`src/rtl/write_back_stage.sv`:
```
// Writeback end of the register-file interface: a two-entry in-order queue of
// completed results (ALU now, loads later) that drives the register-file write port.
module write_back_stage #(
    parameter int          DEPTH    = 2,
    parameter logic [4:0]  ZERO_REG = 5'd31
) (
    input  logic        clock,
    input  logic        resetN,
    input  logic        exValid,
    output logic        exReady,
    input  logic [4:0]  exDest,
    input  logic [31:0] exData,
    input  logic        exIsLoad,
    input  logic        memValid,
    input  logic [31:0] memData,
    input  logic [4:0]  reg1,
    input  logic [4:0]  reg2,
    output logic        stall,
    output logic        regWrite,
    output logic [4:0]  writeRegister,
    output logic [31:0] writeData,
    output logic        memError
);

    localparam logic [1:0] FULL_COUNT = 2'(DEPTH);

    logic [4:0]  dest_q [2];
    logic [4:0]  dest_d [2];
    logic [31:0] data_q [2];
    logic [31:0] data_d [2];
    logic [1:0]  valid_q, valid_d;
    logic [1:0]  isLoad_q, isLoad_d;
    logic [1:0]  filled_q, filled_d;
    logic        head_q, head_d;
    logic        tail_q, tail_d;
    logic [1:0]  count_q, count_d;
    logic        regWrite_q, regWrite_d;
    logic [4:0]  writeRegister_q, writeRegister_d;
    logic [31:0] writeData_q, writeData_d;
    logic        memError_q, memError_d;

    logic        pushEn;
    logic        popEn;
    logic        fillHit;
    logic        fillIdx;
    logic        stall1;
    logic        stall2;

    assign exReady       = (count_q < FULL_COUNT);
    assign regWrite      = regWrite_q;
    assign writeRegister = writeRegister_q;
    assign writeData     = writeData_q;
    assign memError      = memError_q;

    // A source register stalls if any queued write or the write being strobed targets it.
    always_comb begin
        stall1 = 1'b0;
        stall2 = 1'b0;
        if (reg1 != ZERO_REG) begin
            stall1 = (valid_q[0] && dest_q[0] == reg1) ||
                     (valid_q[1] && dest_q[1] == reg1) ||
                     (regWrite_q && writeRegister_q == reg1);
        end
        if (reg2 != ZERO_REG) begin
            stall2 = (valid_q[0] && dest_q[0] == reg2) ||
                     (valid_q[1] && dest_q[1] == reg2) ||
                     (regWrite_q && writeRegister_q == reg2);
        end
        stall = stall1 || stall2;
    end

    // Push, fill and retire all look at the queue as it stood at the start of the cycle.
    always_comb begin
        dest_d          = dest_q;
        data_d          = data_q;
        valid_d         = valid_q;
        isLoad_d        = isLoad_q;
        filled_d        = filled_q;
        head_d          = head_q;
        tail_d          = tail_q;
        regWrite_d      = 1'b0;
        writeRegister_d = writeRegister_q;
        writeData_d     = writeData_q;
        memError_d      = memError_q;

        pushEn = exValid && exReady;
        popEn  = valid_q[head_q] && filled_q[head_q];

        fillHit = 1'b0;
        fillIdx = head_q;
        if (valid_q[head_q] && isLoad_q[head_q] && !filled_q[head_q]) begin
            fillHit = 1'b1;
            fillIdx = head_q;
        end else if (valid_q[~head_q] && isLoad_q[~head_q] && !filled_q[~head_q]) begin
            fillHit = 1'b1;
            fillIdx = ~head_q;
        end

        if (memValid) begin
            if (fillHit) begin
                data_d[fillIdx]   = memData;
                filled_d[fillIdx] = 1'b1;
            end else begin
                memError_d = 1'b1;
            end
        end

        if (popEn) begin
            valid_d[head_q] = 1'b0;
            head_d          = ~head_q;
            regWrite_d      = (dest_q[head_q] != ZERO_REG);
            writeRegister_d = dest_q[head_q];
            writeData_d     = data_q[head_q];
        end

        if (pushEn) begin
            valid_d[tail_q]  = 1'b1;
            dest_d[tail_q]   = exDest;
            data_d[tail_q]   = exIsLoad ? 32'd0 : exData;
            isLoad_d[tail_q] = exIsLoad;
            filled_d[tail_q] = !exIsLoad;
            tail_d           = ~tail_q;
        end

        count_d = count_q + {1'b0, pushEn} - {1'b0, popEn};
    end

    always_ff @(posedge clock) begin
        if (!resetN) begin
            dest_q          <= '{default: 5'd0};
            data_q          <= '{default: 32'd0};
            valid_q         <= 2'b00;
            isLoad_q        <= 2'b00;
            filled_q        <= 2'b00;
            head_q          <= 1'b0;
            tail_q          <= 1'b0;
            count_q         <= 2'd0;
            regWrite_q      <= 1'b0;
            writeRegister_q <= 5'd0;
            writeData_q     <= 32'd0;
            memError_q      <= 1'b0;
        end else begin
            dest_q          <= dest_d;
            data_q          <= data_d;
            valid_q         <= valid_d;
            isLoad_q        <= isLoad_d;
            filled_q        <= filled_d;
            head_q          <= head_d;
            tail_q          <= tail_d;
            count_q         <= count_d;
            regWrite_q      <= regWrite_d;
            writeRegister_q <= writeRegister_d;
            writeData_q     <= writeData_d;
            memError_q      <= memError_d;
        end
    end

endmodule

```
`config.mk`:
```
export PLATFORM = sky130hd
export DESIGN_NAME = write_back_stage
export DESIGN_NICKNAME = d
export VERILOG_FILES = /design/src/rtl/write_back_stage.sv
export SDC_FILE = /design/constraint.sdc
export NUM_CORES = 1
export LEC_CHECK = 0
export BUFFER_PORTS_ARGS = -buffer_cell sky130_fd_sc_hd__buf_2
export CORE_AREA = 4 4 133 167
export CTS_CLUSTER_DIAMETER = 100
export DETAILED_ROUTE_END_ITERATION = 16
export DIE_AREA = 0 0 137 171
export SETUP_SLACK_MARGIN = 0.1
export SLEW_MARGIN = 25
export SYNTH_ARGS = -nofsm -noshare
export SYNTH_HDL_FRONTEND = slang
export SYNTH_SLANG_ARGS = --single-unit
```
`constraint.sdc`:
```
create_clock -name clock -period 2.05 [get_ports clock]
set_input_delay 0 -clock clock [delete_from_list [all_inputs] [get_ports clock]]
set_output_delay 0 -clock clock [all_outputs]
set_load 0.02 [all_outputs]
```
* Word level (Yosys, flattened, before mapping)
Index checks and enable logic that the tools add are counted.
** Cells by class
- Add/subtract/negate cells :: 2
- $lt $le $gt $ge :: 13
- Equality and inequality tests :: 9
- Mux-type cells :: 50
- Bitwise operators :: 10
- Reductions and logical operators :: 27
** Operators with widths (count)
- $mux 32 :: 6
- $mux 64 :: 3
- $bwmux 64 :: 2
- $demux 32 s1 :: 2
- $eq 5x5->1 :: 6
- $mux 1 :: 21
- $mux 5 :: 4
- $logic_and 1x1->1 :: 17
- $ne 5x5->1 const B :: 3
- $bwmux 10 :: 1
- $mux 2 :: 5
- $lt 1x2->1 const B :: 4
- $ge 2x2->1 const B :: 3
- $not 1->2 :: 3
- $demux 5 s1 :: 1
- $logic_or 1x1->1 :: 5
- $bwmux 2 :: 2
- $lt 2x1->1 const B :: 2
- $or 2x2->2 :: 2
- $reduce_and 2->1 :: 2
- $demux 1 s1 :: 3
- $ge 1x1->1 const B :: 3
- $logic_not 1->1 :: 3
- $not 1->1 :: 3
- other kinds (5) :: 5
** Word-level totals
- Flip-flop bits (word level) :: 123
- Input port bits :: 84
- Output and inout bits :: 41
- Logic and storage cells :: 125

* Logic depth before layout (Yosys ltp)
Gate-level depths: netlist of the first run.
- Depth after elaboration :: 17
- Gate-level depth with buffers :: 11
- Mapped depth without buffers :: 8

* Least setup slack after synthesis of the first run
Ideal clock, no wire load.
- Kind :: register to register
- Start :: register head_q
- End :: register count_q[1]
- Library setup time :: 115 ps
- Arrival :: 1999 ps
- Data required time :: 1935 ps
- Slack :: -64 ps
- Stages on the path, launching flop included :: 12
- Path buffers :: 3
- Period minus slack after synthesis :: 2114 ps
- Cells stage by stage :: dfxtp_1 > buf_4 > and3b_1 > a31o_2 > buf_4 > buf_6 > ha_1 > inv_1 > ha_1 > xnor2_1 > xnor2_1 > and2_1
** Between the ends
- Word-level cells in the longest chain between the ends :: 4
- Elaborated cells on any way between the ends :: 6
- Classes of those cells :: add/sub: 1; mux: 4; reduce/logical: 1
** RTL lines
- start, declared :: RTL line 34 : logic head_q, head_d;
- start signal, assigned :: RTL line 135 : head_q <= 1'b0;
- start signal, assigned :: RTL line 148 : head_q <= head_d;
- $mux 1 (implied by the code) (2 in series) :: RTL line 87 : popEn = valid_q[head_q] && filled_q[head_q];
- $logic_and 1x1->1 (*) :: RTL line 87
- net popEn :: RTL line 43 : logic popEn;
- $sub 2x1->2 (*) :: RTL line 125 : count_d = count_q + {1'b0, pushEn} - {1'b0, popEn};
- end signal, assigned :: RTL line 150 : count_q <= count_d;
- end, declared :: RTL line 36 : logic [1:0] count_q, count_d;
Mark *: on every way through the listed nets, which the timed path passes. The rest lies on a longest branch. The select of a mux whose other input is x is not followed.
A chain may end at the register's enable or synchronous reset.

* Final worst setup path of the first run
- Start :: register tail_q
- End :: register data_q[38] (netlist name)
** Between the ends
- Word-level cells in the longest chain between the ends :: 7
- Elaborated cells on any way between the ends :: 8
- Classes of those cells :: order compare: 2; mux: 4; bitwise: 1; reduce/logical: 1
** RTL lines
- start, declared :: RTL line 35 : logic tail_q, tail_d;
- start signal, assigned :: RTL line 149 : tail_q <= tail_d;
- $not 1->2 (*) :: RTL line 119 : data_d[tail_q] = exIsLoad ? 32'd0 : exData;
- $ge 2x2->1 (implied by the code) or $lt 2x1->1 (tied branches) :: RTL line 119
- $logic_and 1x1->1 (implied by the code) :: RTL line 119
- $mux 32 :: RTL line 119
- $demux 32 s1 (*) :: RTL line 119
- $bwmux 64 (*) :: RTL line 119
- $mux 64 (*) :: RTL line 116 : if (pushEn) begin
- end signal, assigned :: RTL line 144 : data_q <= data_d;
- end, declared :: RTL line 29 : logic [31:0] data_q [2];
Mark *: on every way between the ends. The rest lies on a longest branch, timed or not.

==> qor_table.md, run 1 <==
| Result | Value | Unit |
| --- | --- | --- |
| Initial Util | 29.4 | % |
| Area of the mapped netlist | 0.00608 | mm^2 |
| Net count of the mapped netlist | 861 | - |
| Proportion of layout cells with a drive suffix above 1 | 19.2 | % |
| Grt total ovfl | 0 | - |
| Maximum fanout encountered on the critical timing path | 18 | - |
| Height of the chip | 171 | um |
| Start point of the critical path | tail_q | - |
| Data arrival time of the worst path | 2070 | ps |
| Number of warnings reported in the yosys synthesis log | 0 | - |
| Flop2flop setup slack | 220 | ps |
| Global Route Usage Sum | 16.3 | % |
| Fill cell total of the finished layout | 2,112 | - |
| Total power draw | 7360 | uW |
| Element type at the critical path end | flop | - |
| Pin count of the biggest net entering global routing | 77 | - |
| Via density per instance | 4.83 | - |
| Worst IR Drop VDD | 0.000564 | V |
| Status | finished clean | - |
| Longest individual stage delay on the worst path | 550 | ps |
| Origin of the worst min-delay path | memValid | - |
| Setup TNS | 0 | ps |
| Highest Clock Rate | 0.547 | GHz |
| Fraction of registers with async set/reset | 0 | % |
| Area leader, netlist | sky130_fd_sc_hd__dfxtp_1 | - |
| Synthesized flop and latch total | 123 | - |
| Final setup margin | 223 | ps |
| Die Width | 137 | um |
| Multi-input logic area | 0.00337 | mm^2 |
| Ys flop type | sky130_fd_sc_hd__dfxtp_1 | - |
| Worst skew pair latency | 420 | ps |
| Number of DRC markers in iteration 0 | 308 | - |
| R2r worst-path depth | 6 | - |
| Total via count after detailed routing | 5,961 | - |
| Fin. Hold Viols | 0 | - |
| Clock tree skew after final layout | 8.90 | ps |
| Die area | 0.0234 | mm^2 |
| Worst r2r dst | data_q[38] | - |
| Hold crit path type | input port to flop | - |
| # DRC | 0 | - |
| Post-layout minimum cycle time | 1830 | ps |
| Final wirelength | 18,900 | um |
| DP Worst Slack | 241 | ps |
| Number of enable flip-flop cells after synthesis | 0 | - |
| Combined buffer and inverter count along the critical path | 2 | - |
| Most common cell after layout, fill and taps aside | sky130_fd_sc_hd__nand2_1 | - |
| Routed wire per std cell | 15.3 | um |
| Startpoint-to-endpoint class of the critical path | flop to flop | - |
| Most frequent cell on the critical path | sky130_fd_sc_hd__nand2_1 | - |
| Transition time at the pin with the least slew margin | 943 | ps |
| Initial antenna violation count | 0 | - |
| Most area-consuming cells after synthesis | sky130_fd_sc_hd__dfxtp_1, sky130_fd_sc_hd__nand2_1, sky130_fd_sc_hd__a31oi_1 | - |
| Number of input and output port buffers inserted | 124 | - |
| Endpoint required time on the critical path | 2290 | ps |
| Final setup violation count | 0 | - |
| Synth unique cells | 38 | - |
| Origin of the critical flop-to-flop path | tail_q | - |
| Final clock period utilization by the worst path | 89.1 | % |
| Syn_area_per_cell | 7.84 | um^2 |
| Number of global-route vias before repair | 5,862 | - |
| Share of the yosys chip area belonging to registers | 40.5 | % |
| Setup repair after global routing missed its margin | false | - |
| Number of post-CTS setup repair buffers | 0 | - |
| Global-route wire length before repair | 30,000 | um |
| Number of maximum-capacitance violations | 0 | - |
| CTS tree | yes | - |
| Cell type of the slowest stage on the worst timing path | sky130_fd_sc_hd__dlygate4sd3_1 | - |
| Setup crit start kind | flop | - |
| # H-tree levels | 4 | - |
| IO Pins | 125 | - |
| Worst slew margin | 37.1 | % |
| Leak Pwr | 0.00379 | uW |
| CP top delay family | buffers and inverters | - |
| Standard cell core area | 0.0207 | mm^2 |
| Final-report max-slew violation count | 0 | - |
| Clock buffer depth | 2 | - |
| Num CTS Buffers | 17 | - |
| Syn Inst Count | 775 | - |
| Total power per unit cell area | 884 | mW/mm^2 |
| DP HPWL | 11,700 | um |
| Clock Pin Slew Worst Setup and Hold Paths | 60 | ps |
| Number of nets with antenna violations after routing | 0 | - |
| Sequence of cells on the critical path | nor3b_2 -> buf_6 -> nand2_1 -> nand2_1 -> dlygate4sd3_1 -> a31oi_1 | - |
| Worst setup path endpoint | data_q[38] | - |
| Critical path depth | 6 | - |
| Reg area | 0.00246 | mm^2 |
| Number of placement rows | 59 | - |
| Count of nets after finishing | 1,034 | - |
| Area share of the largest cell type after synthesis | 40.5 | % |
| Root buffer selected by CTS | sky130_fd_sc_hd__clkbuf_16 | - |
| Number of search-and-repair iterations in the first detailed-routing pass | 5 | - |
| Routability congestion estimate from global placement | 0.818 | - |
| Most frequent cells in the layout | sky130_fd_sc_hd__nand2_1, sky130_fd_sc_hd__buf_2, sky130_fd_sc_hd__dfxtp_1, sky130_fd_sc_hd__dlygate4sd3_1, sky130_fd_sc_hd__a31oi_1 | - |
| Post-synthesis to final-layout area growth | 37.0 | % |
| Sinks on Clock Net | 123 | - |
| Ant diodes | 0 | - |
-- what timing repair did --
| action | 4_1_cts | 5_1_grt |
|---|---|---|
| setup endpoints to repair | 0 | 1 |
| hold endpoints to repair | 80 | 0 |
| gates resized for setup | 0 | 1 |
| hold buffers | 71 | 0 |
-- routing by layer --
metal  GRT usage, %  vias up  wire length [um]
li1               -     2952                 -
met1           19.4     2819              8070
met2           28.0      155              9510
met3           3.50       35               813
met4           7.55        0               518
met5              0        -                 0
-- cell usage after synthesis, types with 2 or more instances --
cell / count
sky130_fd_sc_hd__a21boi_0: 14
sky130_fd_sc_hd__a21oi_1: 2
sky130_fd_sc_hd__a31oi_1: 64
sky130_fd_sc_hd__a32oi_1: 2
sky130_fd_sc_hd__and2_1: 4
sky130_fd_sc_hd__and3_1: 2
sky130_fd_sc_hd__and3b_1: 2
sky130_fd_sc_hd__buf_2: 14
sky130_fd_sc_hd__buf_4: 2
sky130_fd_sc_hd__buf_6: 6
sky130_fd_sc_hd__clkbuf_1: 37
sky130_fd_sc_hd__dfxtp_1: 123
sky130_fd_sc_hd__ha_1: 2
sky130_fd_sc_hd__inv_1: 4
sky130_fd_sc_hd__mux2i_1: 37
sky130_fd_sc_hd__nand2_1: 323
sky130_fd_sc_hd__nand2b_1: 33
sky130_fd_sc_hd__nand3_1: 5
sky130_fd_sc_hd__nand4_1: 2
sky130_fd_sc_hd__nor2_1: 5
sky130_fd_sc_hd__nor4_1: 4
sky130_fd_sc_hd__o211a_1: 38
sky130_fd_sc_hd__o211ai_1: 2
sky130_fd_sc_hd__o21a_1: 3
sky130_fd_sc_hd__o311a_1: 2
sky130_fd_sc_hd__xnor2_1: 16
sky130_fd_sc_hd__xor2_1: 16
-- sequential cells by signal, indices dropped and copies added, names as in the netlist --
name	flops
filled_q	2
count_q	2
writeData	32
isLoad_q	2
valid_q	2
regWrite	1
memError	1
writeRegister	5
dest_q	10
data_q	64
head_q	1
tail_q	1
-- how the worst min path moves through the flow --
stage | to | slack (ps) | cells past startpoint
after floorplan | dest_q[0] | 140 | 2
after global placement | data_q[14] | 270 | 3
after detailed placement | data_q[47] | 270 | 3
after CTS | memError | 10 | 4
after global routing | memError | 40 | 4
final | memError | 40 | 4
-- logic make-up after synthesis --
logic type	Yosys count	share of synthesized area (%)
DFF	123	40.5
adders and majority gates	2	0.412
muxes	37	6.09
AOI/OAI and AO/OA	133	17.1
buffers and inverters	63	5.04
xor gates and xnor gates	32	4.61
and+or+nand+nor	385	26.2
-- worst reg2reg max path: stages, from the launching register on --
cell                            delay [ps]
sky130_fd_sc_hd__dfxtp_1               350
sky130_fd_sc_hd__nor3b_2               330
sky130_fd_sc_hd__buf_6                 260
sky130_fd_sc_hd__nand2_1                80
sky130_fd_sc_hd__nand2_1                60
sky130_fd_sc_hd__dlygate4sd3_1         550
sky130_fd_sc_hd__a31oi_1                50
-- area by class of cell --
| class | count | area share (%) |
|---|---|---|
| multi-input cells | 589 | 40.5 |
| flip-flops and latches | 123 | 29.6 |
| repair buffers | 213 | 18.3 |
| clock buffers | 23 | 5.98 |
| well taps | 274 | 4.12 |
| clock inverters | 7 | 1.35 |
| inverters | 4 | 0.180 |
-- through the flow --
stage | instances | util, % | hold slack (ps) | instance area (um^2)
6_report | 1233 | 40.3 | 42.0 | 8330
5_1_grt | 1233 | 40.3 | 43.5 | 8330
4_1_cts | 1233 | 40.3 | 14.2 | 8320
3_5_place_dp | 1132 | 33.9 | 273 | 7000
3_3_place_gp | 1132 | 33.9 | 271 | 7000
2_1_floorplan | 775 | - | 145 | 6120
-- where the power goes --
part           internal (uW)  switching (uW)  total (uW)  leakage, uW
Combinational            618             792        1410      0.00248
Sequential              2670             176        2840      0.00101
Clock                   2050            1060        3110     0.000301
Note: power is estimated with default switching activity, not from simulation.
==> inputs of run 2 (changes only) <==
--- a/config.mk
+++ b/config.mk
@@ -8,6 +8,8 @@
 export BUFFER_PORTS_ARGS = -buffer_cell sky130_fd_sc_hd__buf_2
-export CORE_AREA = 4 4 133 167
+export CORE_AREA = 4 4 104 131
 export CTS_CLUSTER_DIAMETER = 100
 export DETAILED_ROUTE_END_ITERATION = 16
-export DIE_AREA = 0 0 137 171
+export DIE_AREA = 0 0 108 135
+export GPL_ROUTABILITY_DRIVEN = 0
+export PLACE_DENSITY = 0.75
 export SETUP_SLACK_MARGIN = 0.1
==> constraint.sdc (replaced) <==
create_clock -name clock -period 2.05 [get_ports clock]
set_input_delay 0.41 -clock clock [delete_from_list [all_inputs] [get_ports clock]]
set_output_delay 0.41 -clock clock [all_outputs]
set_load 0.02 [all_outputs]
==> run 2 against run 1 <==
  * The run now ends with setup timing left
  * Wire length decreased by 13%
  * Sequential cell count unchanged
  * Design area decreased by 11%
  * Sequential power about the same
  * Count of clock-buffer cells in the layout decreased by 4
  * Non-clock buffer count decreased by 69
  * Register-to-register slack improved by 40 ps
  * Utilization increased by 19 points
  * Worst setup slack got worse by 310 ps
  * Highest routed layer unchanged
==> qor_table.md, run 2 (synthesis gave the netlist of run 1 again) <==
| Result | Value | Unit | vs previous |
| --- | --- | --- | --- |
| Root buffer selected by CTS | sky130_fd_sc_hd__clkbuf_16 | - | unchanged |
| Maximum fanout encountered on the critical timing path | 5 | - | was 18 |
| Post-place instance area | 0.00685 | mm^2 | was 0.00700 mm^2 |
| Die area | 0.0146 | mm^2 | was 0.0234 mm^2 |
| Proportion of total power due to net switching | 28.3 | % | was 27.5% |
| Final-report max-slew violation count | 0 | - | unchanged |
| Number of input and output port buffers inserted | 124 | - | unchanged |
| Total via count after detailed routing | 5,820 | - | was 5,961 |
| Num CTS Buffers | 17 | - | unchanged |
| Post-layout minimum cycle time | 2140 | ps | was 1830 ps |
| Initial Util | 48.7 | % | was 29.4% |
| Startpoint-to-endpoint class of the critical path | flop to output port | - | was flop to flop |
| Data arrival time of the worst path | 1730 | ps | was 2070 ps |
| Final setup violation count | 1 | - | was 0 |
| Worst slew margin | 42.8 | % | was 37.1% |
| Setup crit start kind | flop | - | unchanged |
| Endpoint required time on the critical path | 1640 | ps | was 2290 ps |
| Element type at the critical path end | output port | - | was flop |
| Total power per unit cell area | 944 | mW/mm^2 | was 884 mW/mm^2 |
| Net switching power | 1990 | uW | was 2020 uW |
| Sinks on Clock Net | 123 | - | unchanged |
| Transition time at the pin with the least slew margin | 858 | ps | was 943 ps |
| DP HPWL | 10,400 | um | was 11,700 um |
| Clock buffer depth | 2 | - | unchanged |
| Clock power share | 41.1 | % | was 42.2% |
| IO Pins | 125 | - | unchanged |
| Origin of the worst min-delay path | exDest[3] | - | was memValid |
| Most flops, register | data_q | - | unchanged |
| Fin. Hold Viols | 0 | - | unchanged |
| Final instance area | 0.00744 | mm^2 | was 0.00833 mm^2 |
| Number of DRC markers in iteration 0 | 299 | - | was 308 |
| Global-route wire length before repair | 26,700 | um | was 30,000 um |
| Grt total ovfl | 0 | - | unchanged |
| Die Width | 108 | um | was 137 um |
| Final wirelength | 16,400 | um | was 18,900 um |
| Worst IR Drop VDD | 0.000523 | V | was 0.000564 V |
| CTS tree | yes | - | unchanged |
| Worst skew pair latency | 410 | ps | was 420 ps |
| Number of placement rows | 46 | - | was 59 |
| Number of maximum-capacitance violations | 0 | - | unchanged |
| Proportion of layout cells with a drive suffix above 1 | 21.9 | % | was 19.2% |
| DP Worst Slack | 164 | ps | was 241 ps |
| Number of flip-flops in the largest register | 64 | - | unchanged |
| Most common cell after layout, fill and taps aside | sky130_fd_sc_hd__nand2_1 | - | unchanged |
| Number of global-route vias before repair | 5,466 | - | was 5,862 |
| # H-tree levels | 4 | - | unchanged |
| Ant diodes | 0 | - | unchanged |
| Clock Pin Slew Worst Setup and Hold Paths | 50 | ps | was 60 ps |
| Count of nets after finishing | 965 | - | was 1,034 |
| Hold crit path type | input port to flop | - | unchanged |
| Routed wire per std cell | 15.5 | um | was 15.3 um |
| # DRC | 0 | - | unchanged |
| Initial antenna violation count | 0 | - | unchanged |
| Failing checks | setup timing | - |  |
| Via density per instance | 5.50 | - | was 4.83 |
| Origin of the critical flop-to-flop path | valid_q[0] | - | was tail_q |
| Proportion of power drawn by combinational gates | 18.2 | % | was 19.2% |
| Clock tree skew after final layout | 10.5 | ps | was 8.90 ps |
| Internal power contribution | 5030 | uW | was 5340 uW |
| Start point of the critical path | dest_q[7] | - | was tail_q |
| Number of search-and-repair iterations in the first detailed-routing pass | 5 | - | unchanged |
| Most frequent cells in the layout | sky130_fd_sc_hd__nand2_1, sky130_fd_sc_hd__buf_2, sky130_fd_sc_hd__dfxtp_1, sky130_fd_sc_hd__a31oi_1, sky130_fd_sc_hd__o211a_1 | - | was sky130_fd_sc_hd__nand2_1, sky130_fd_sc_hd__buf_2, sky130_fd_sc_hd__dfxtp_1, sky130_fd_sc_hd__dlygate4sd3_1, sky130_fd_sc_hd__a31oi_1 |
| Setup repair after global routing missed its margin | true | - | was false |
| Highest Clock Rate | 0.468 | GHz | was 0.547 GHz |
| Status | complete, but fails checks | - | was finished clean |
| Global Route Usage Sum | 22.9 | % | was 16.3% |
| Fill cell total of the finished layout | 1,157 | - | was 2,112 |
| Number of nets with antenna violations after routing | 0 | - | unchanged |
| Final setup margin | -86.1 | ps | was 223 ps |
| Sequential share of power | 40.6 | % | was 38.6% |
| Pin count of the biggest net entering global routing | 124 | - | was 77 |
| Number of post-CTS setup repair buffers | 0 | - | unchanged |
| Height of the chip | 135 | um | was 171 um |
| Standard cell core area | 0.0125 | mm^2 | was 0.0207 mm^2 |
| Leak Pwr | 0.00347 | uW | was 0.00379 uW |
| Post-synthesis to final-layout area growth | 22.4 | % | was 37.0% |
| Final clock period utilization by the worst path | 104 | % | was 89.1% |
[run 2: area by class of cell]
| cell class | count | area, um^2 | share of cell area (%) |
|---|---|---|---|
| Timing Repair Buffer | 144 | 801 | 10.8 |
| Tap cell | 168 | 210 | 2.83 |
| Inverter | 4 | 15.0 | 0.202 |
| Clock inverter | 12 | 124 | 1.67 |
| Sequential cell | 123 | 2470 | 33.3 |
| Clock buffer | 19 | 453 | 6.09 |
| Multi-Input combinational cell | 589 | 3360 | 45.2 |
[run 2: worst max-delay path: stages, from the launching register on]
cell,delay (ps)
sky130_fd_sc_hd__dfxtp_2,350
sky130_fd_sc_hd__xor2_1,170
sky130_fd_sc_hd__nor4_1,270
sky130_fd_sc_hd__a32oi_1,150
sky130_fd_sc_hd__o221ai_1,210
sky130_fd_sc_hd__buf_4,180
[run 2: power groups by stage]
stage	Combinational [uW]	Sequential [uW]	Clock, uW
2_1_floorplan	833	2920	0
3_3_place_gp	1250	2890	0
3_5_place_dp	1270	2890	0
4_1_cts	1280	2850	2930
5_1_grt	1420	2880	3040
6_report	1280	2850	2890
[run 2: routing by layer]
metal | vias to the layer above | global-route usage [%] | wire, um
li1 | 2808 | - | -
met1 | 2735 | 29.1 | 7040
met2 | 248 | 38.5 | 8010
met3 | 29 | 4.45 | 1040
met4 | 0 | 8.21 | 302
met5 | - | 0 | 0
[run 2: final timing paths]
check | to | slack [ps] | depth (start not counted)
max | stall | -90 | 5
min | dest_q[8] | 260 | 3
max reg2reg | count_q[1] | 260 | 8
min reg2reg | isLoad_q[1] | 460 | 2
[run 2: stage by stage]
stage | setup TNS [ps] | util [%] | std cells | power, uW | hold slack, ps
3_3_place_gp | 0 | 54.8 | 1028 | 4140 | 457
2_1_floorplan | 0 | - | 775 | 3750 | 444
4_1_cts | -71.9 | 59.5 | 1059 | 7060 | 248
3_5_place_dp | 0 | 54.8 | 1028 | 4170 | 458
6_report | -86.1 | 59.5 | 1059 | 7020 | 257
5_1_grt | -180 | 59.5 | 1059 | 7350 | 256
[run 2: timing repair]
| item | in CTS | in global routing |
|---|---|---|
| hold buffers | 0 | 0 |
| resized for setup | 5 | 4 |
| cloned | 0 | 0 |
| endpoints found under the setup margin | 1 | 1 |
| pin swaps | 3 | 2 |
==> inputs of run 3 (changes only) <==
- CORE_AREA: 4 4 104 131 -> 4 4 96 121
- DIE_AREA: 0 0 108 135 -> 0 0 100 125
- PLACE_DENSITY: 0.75 -> 0.93
- clock period: 2.05 -> 2.5 ns (I/O delays scaled with it)
==> run 3 against run 2 <==
  * Cell count shrank 3.6%
  * Clock skew shrank 3.7 ps
  * Critical path type unchanged
  * Design area shrank 1.0%
  * Critical path depth is the same
  * Highest routed layer unchanged
  * Via count grew 1.9%
  * Largest cell class unchanged
  * Sequential cell count is the same
  * The run now ends clean
==> qor_table.md, run 3 (synthesis gave the netlist of run 1 again) <==
| Result | Value | Unit | vs previous |
| --- | --- | --- | --- |
| Origin of the critical flop-to-flop path | head_q | - | was valid_q[0] |
| Final instance area | 0.00736 | mm^2 | was 0.00744 mm^2 |
| # DRC | 0 | - | unchanged |
| Number of nets with antenna violations after routing | 0 | - | unchanged |
| Grt total ovfl | 0 | - | unchanged |
| Leak Pwr | 0.00348 | uW | was 0.00347 uW |
| Number of search-and-repair iterations in the first detailed-routing pass | 7 | - | was 5 |
| Number of flip-flops in the largest register | 64 | - | unchanged |
| Num CTS Buffers | 17 | - | unchanged |
| Ant diodes | 0 | - | unchanged |
| Proportion of layout cells with a drive suffix above 1 | 20.7 | % | was 21.9% |
| Worst slew margin | 42.0 | % | was 42.8% |
| Data arrival time of the worst path | 1760 | ps | was 1730 ps |
| Final wirelength | 16,700 | um | was 16,400 um |
| Global-route wire length before repair | 27,300 | um | was 26,700 um |
| Die Width | 100 | um | was 108 um |
| Clock tree skew after final layout | 6.73 | ps | was 10.5 ps |
| Number of post-CTS setup repair buffers | 0 | - | unchanged |
| Startpoint-to-endpoint class of the critical path | flop to output port | - | unchanged |
| Status | finished clean | - | was complete, but fails checks |
| Endpoint required time on the critical path | 2000 | ps | was 1640 ps |
| Pin count of the biggest net entering global routing | 77 | - | was 124 |
| DP HPWL | 10,600 | um | was 10,400 um |
| Height of the chip | 125 | um | was 135 um |
| Hold bufs inserted after CTS | 0 | - | unchanged |
| Total via count after detailed routing | 5,931 | - | was 5,820 |
| Post-place instance area | 0.00673 | mm^2 | was 0.00685 mm^2 |
| Worst Hold Path Cells | 3 | - | unchanged |
| Resized cells post-CTS | 0 | - | was 5 |
| Initial Util | 58.1 | % | was 48.7% |
| Die area | 0.0125 | mm^2 | was 0.0146 mm^2 |
| # H-tree levels | 4 | - | unchanged |
| Final Instance Count excl. Fillers | 1,021 | - | was 1,059 |
| Sinks on Clock Net | 123 | - | unchanged |
| IO Pins | 125 | - | unchanged |
| Start point of the critical path | dest_q[5] | - | was dest_q[7] |
| Final setup violation count | 0 | - | was 1 |
| Setup TNS | 0 | ps | was -86.1 ps |
| Fill cell total of the finished layout | 794 | - | was 1,157 |
| Initial antenna violation count | 0 | - | unchanged |
| Number of input and output port buffers inserted | 124 | - | unchanged |
| Most common cell after layout, fill and taps aside | sky130_fd_sc_hd__nand2_1 | - | unchanged |
| Total power draw | 5830 | uW | was 7020 uW |
| Number of global-route vias before repair | 5,850 | - | was 5,466 |
| Element type at the critical path end | output port | - | unchanged |
| Root buffer selected by CTS | sky130_fd_sc_hd__clkbuf_16 | - | unchanged |
| Number of maximum-capacitance violations | 0 | - | unchanged |
| Post-layout minimum cycle time | 2260 | ps |  |
| Instance count after placement with tap cells included | 988 | - | was 1,028 |
| CTS tree | yes | - | unchanged |
| Endpoint of the worst hold path | dest_q[3] | - | was dest_q[8] |
| Final clock period utilization by the worst path | 90.6 | % |  |
| Routed wire per std cell | 16.4 | um | was 15.5 um |
| Origin of the worst min-delay path | exDest[3] | - | unchanged |
| Via density per instance | 5.81 | - | was 5.50 |
| Worst IR Drop VDD | 0.000445 | V | was 0.000523 V |
| Worst r2r dst | writeData[0] | - | was count_q[1] |
| Most frequent cells in the layout | sky130_fd_sc_hd__nand2_1, sky130_fd_sc_hd__buf_2, sky130_fd_sc_hd__dfxtp_1, sky130_fd_sc_hd__a31oi_1, sky130_fd_sc_hd__o211a_1 | - | unchanged |
| Count of nets after finishing | 962 | - | was 965 |
| Most flops, register | data_q | - | unchanged |
| Flop2flop setup slack | 560 | ps | was 260 ps |
| Fin. Hold Viols | 0 | - | unchanged |
| Hold crit path type | input port to flop | - | unchanged |
| Final-report max-slew violation count | 0 | - | unchanged |
| Post-synthesis to final-layout area growth | 21.1 | % | was 22.4% |
| Maximum fanout encountered on the critical timing path | 4 | - | was 5 |
| Standard cell core area | 0.0105 | mm^2 | was 0.0125 mm^2 |
| Setup crit start kind | flop | - | unchanged |
| Worst skew pair latency | 410 | ps | about the same |
| Sequence of cells on the critical path | xor2_1 -> nor4_2 -> a32oi_1 -> o221ai_1 -> buf_2 | - | was xor2_1 -> nor4_1 -> a32oi_1 -> o221ai_1 -> buf_4 |
| Number of DRC markers in iteration 0 | 488 | - | was 299 |
| Transition time at the pin with the least slew margin | 869 | ps | was 858 ps |
| R2r worst-path depth | 5 | - | was 8 |
| Highest Clock Rate | 0.442 | GHz |  |
| Clock buffer depth | 2 | - | unchanged |
| Total power per unit cell area | 793 | mW/mm^2 | was 944 mW/mm^2 |
| Global Route Usage Sum | 26.6 | % | was 22.9% |
| Cell type of the slowest stage on the worst timing path | sky130_fd_sc_hd__dfxtp_1 | - | was sky130_fd_sc_hd__dfxtp_2 |
| Clock Pin Slew Worst Setup and Hold Paths | 50 | ps | about the same |
| Setup repair after global routing missed its margin | false | - | was true |
| Number of placement rows | 42 | - | was 46 |
| Longest individual stage delay on the worst path | 350 | ps | about the same |
## run 3: changes by cell type in the layout (fill, tap and decap cells not counted), sizes merged
| cell | previous run | this run |
|---|---|---|
| buf | 144 | 141 |
| clkinv | 6 | 8 |
| bufinv | 2 | 3 |
| clkbuf | 19 | 18 |
| clkinvlp | 4 | 3 |
## run 3: cell type report
type	count	area, um^2	area share [%]
sequential	123	2460	33.5
clock inverter	14	153	2.07
inverter	4	15.0	0.204
multi-input combinational	589	3340	45.4
tap	132	165	2.24
timing repair buffer	141	783	10.6
clock buffer	18	439	5.97
## run 3: power by group
group          switching, uW  internal [uW]
logic                    627            417
registers                149           2190
clock network            878           1580
## run 3: layer usage
metal	GRT usage, %	vias up	share of wire [%]
met2	46.2	284	51
met5	0	-	0
met3	5.24	43	6.9
met4	10.9	0	2.5
li1	-	2807	-
met1	31.9	2797	39
## run 3: worst max path at each step
stage                      end  depth (start not counted)  slack [ps]
finish                   stall                          5         240
global route             stall                          5         120
CTS                      stall                          5         190
detailed placement       stall                          6         380
global placement         stall                          6         440
floorplan           count_q[1]                         11         390
## run 3: through the flow
step	util [%]	setup slack, ps	hold WS (ps)
2_1_floorplan	-	386	444
3_3_place_gp	64.3	443	452
3_5_place_dp	64.3	377	458
4_1_cts	70.0	185	345
5_1_grt	70.4	119	352
6_report	70.4	236	355
## run 3: worst max-delay path, delay by kind of cell (launching register included)
family / cells / cell delay (ps)
buffers and inverters: 1 / 200
AOI/OAI and AO/OA: 2 / 360
DFF: 1 / 350
and+or+nand+nor: 1 / 260
xor gates and xnor gates: 1 / 190
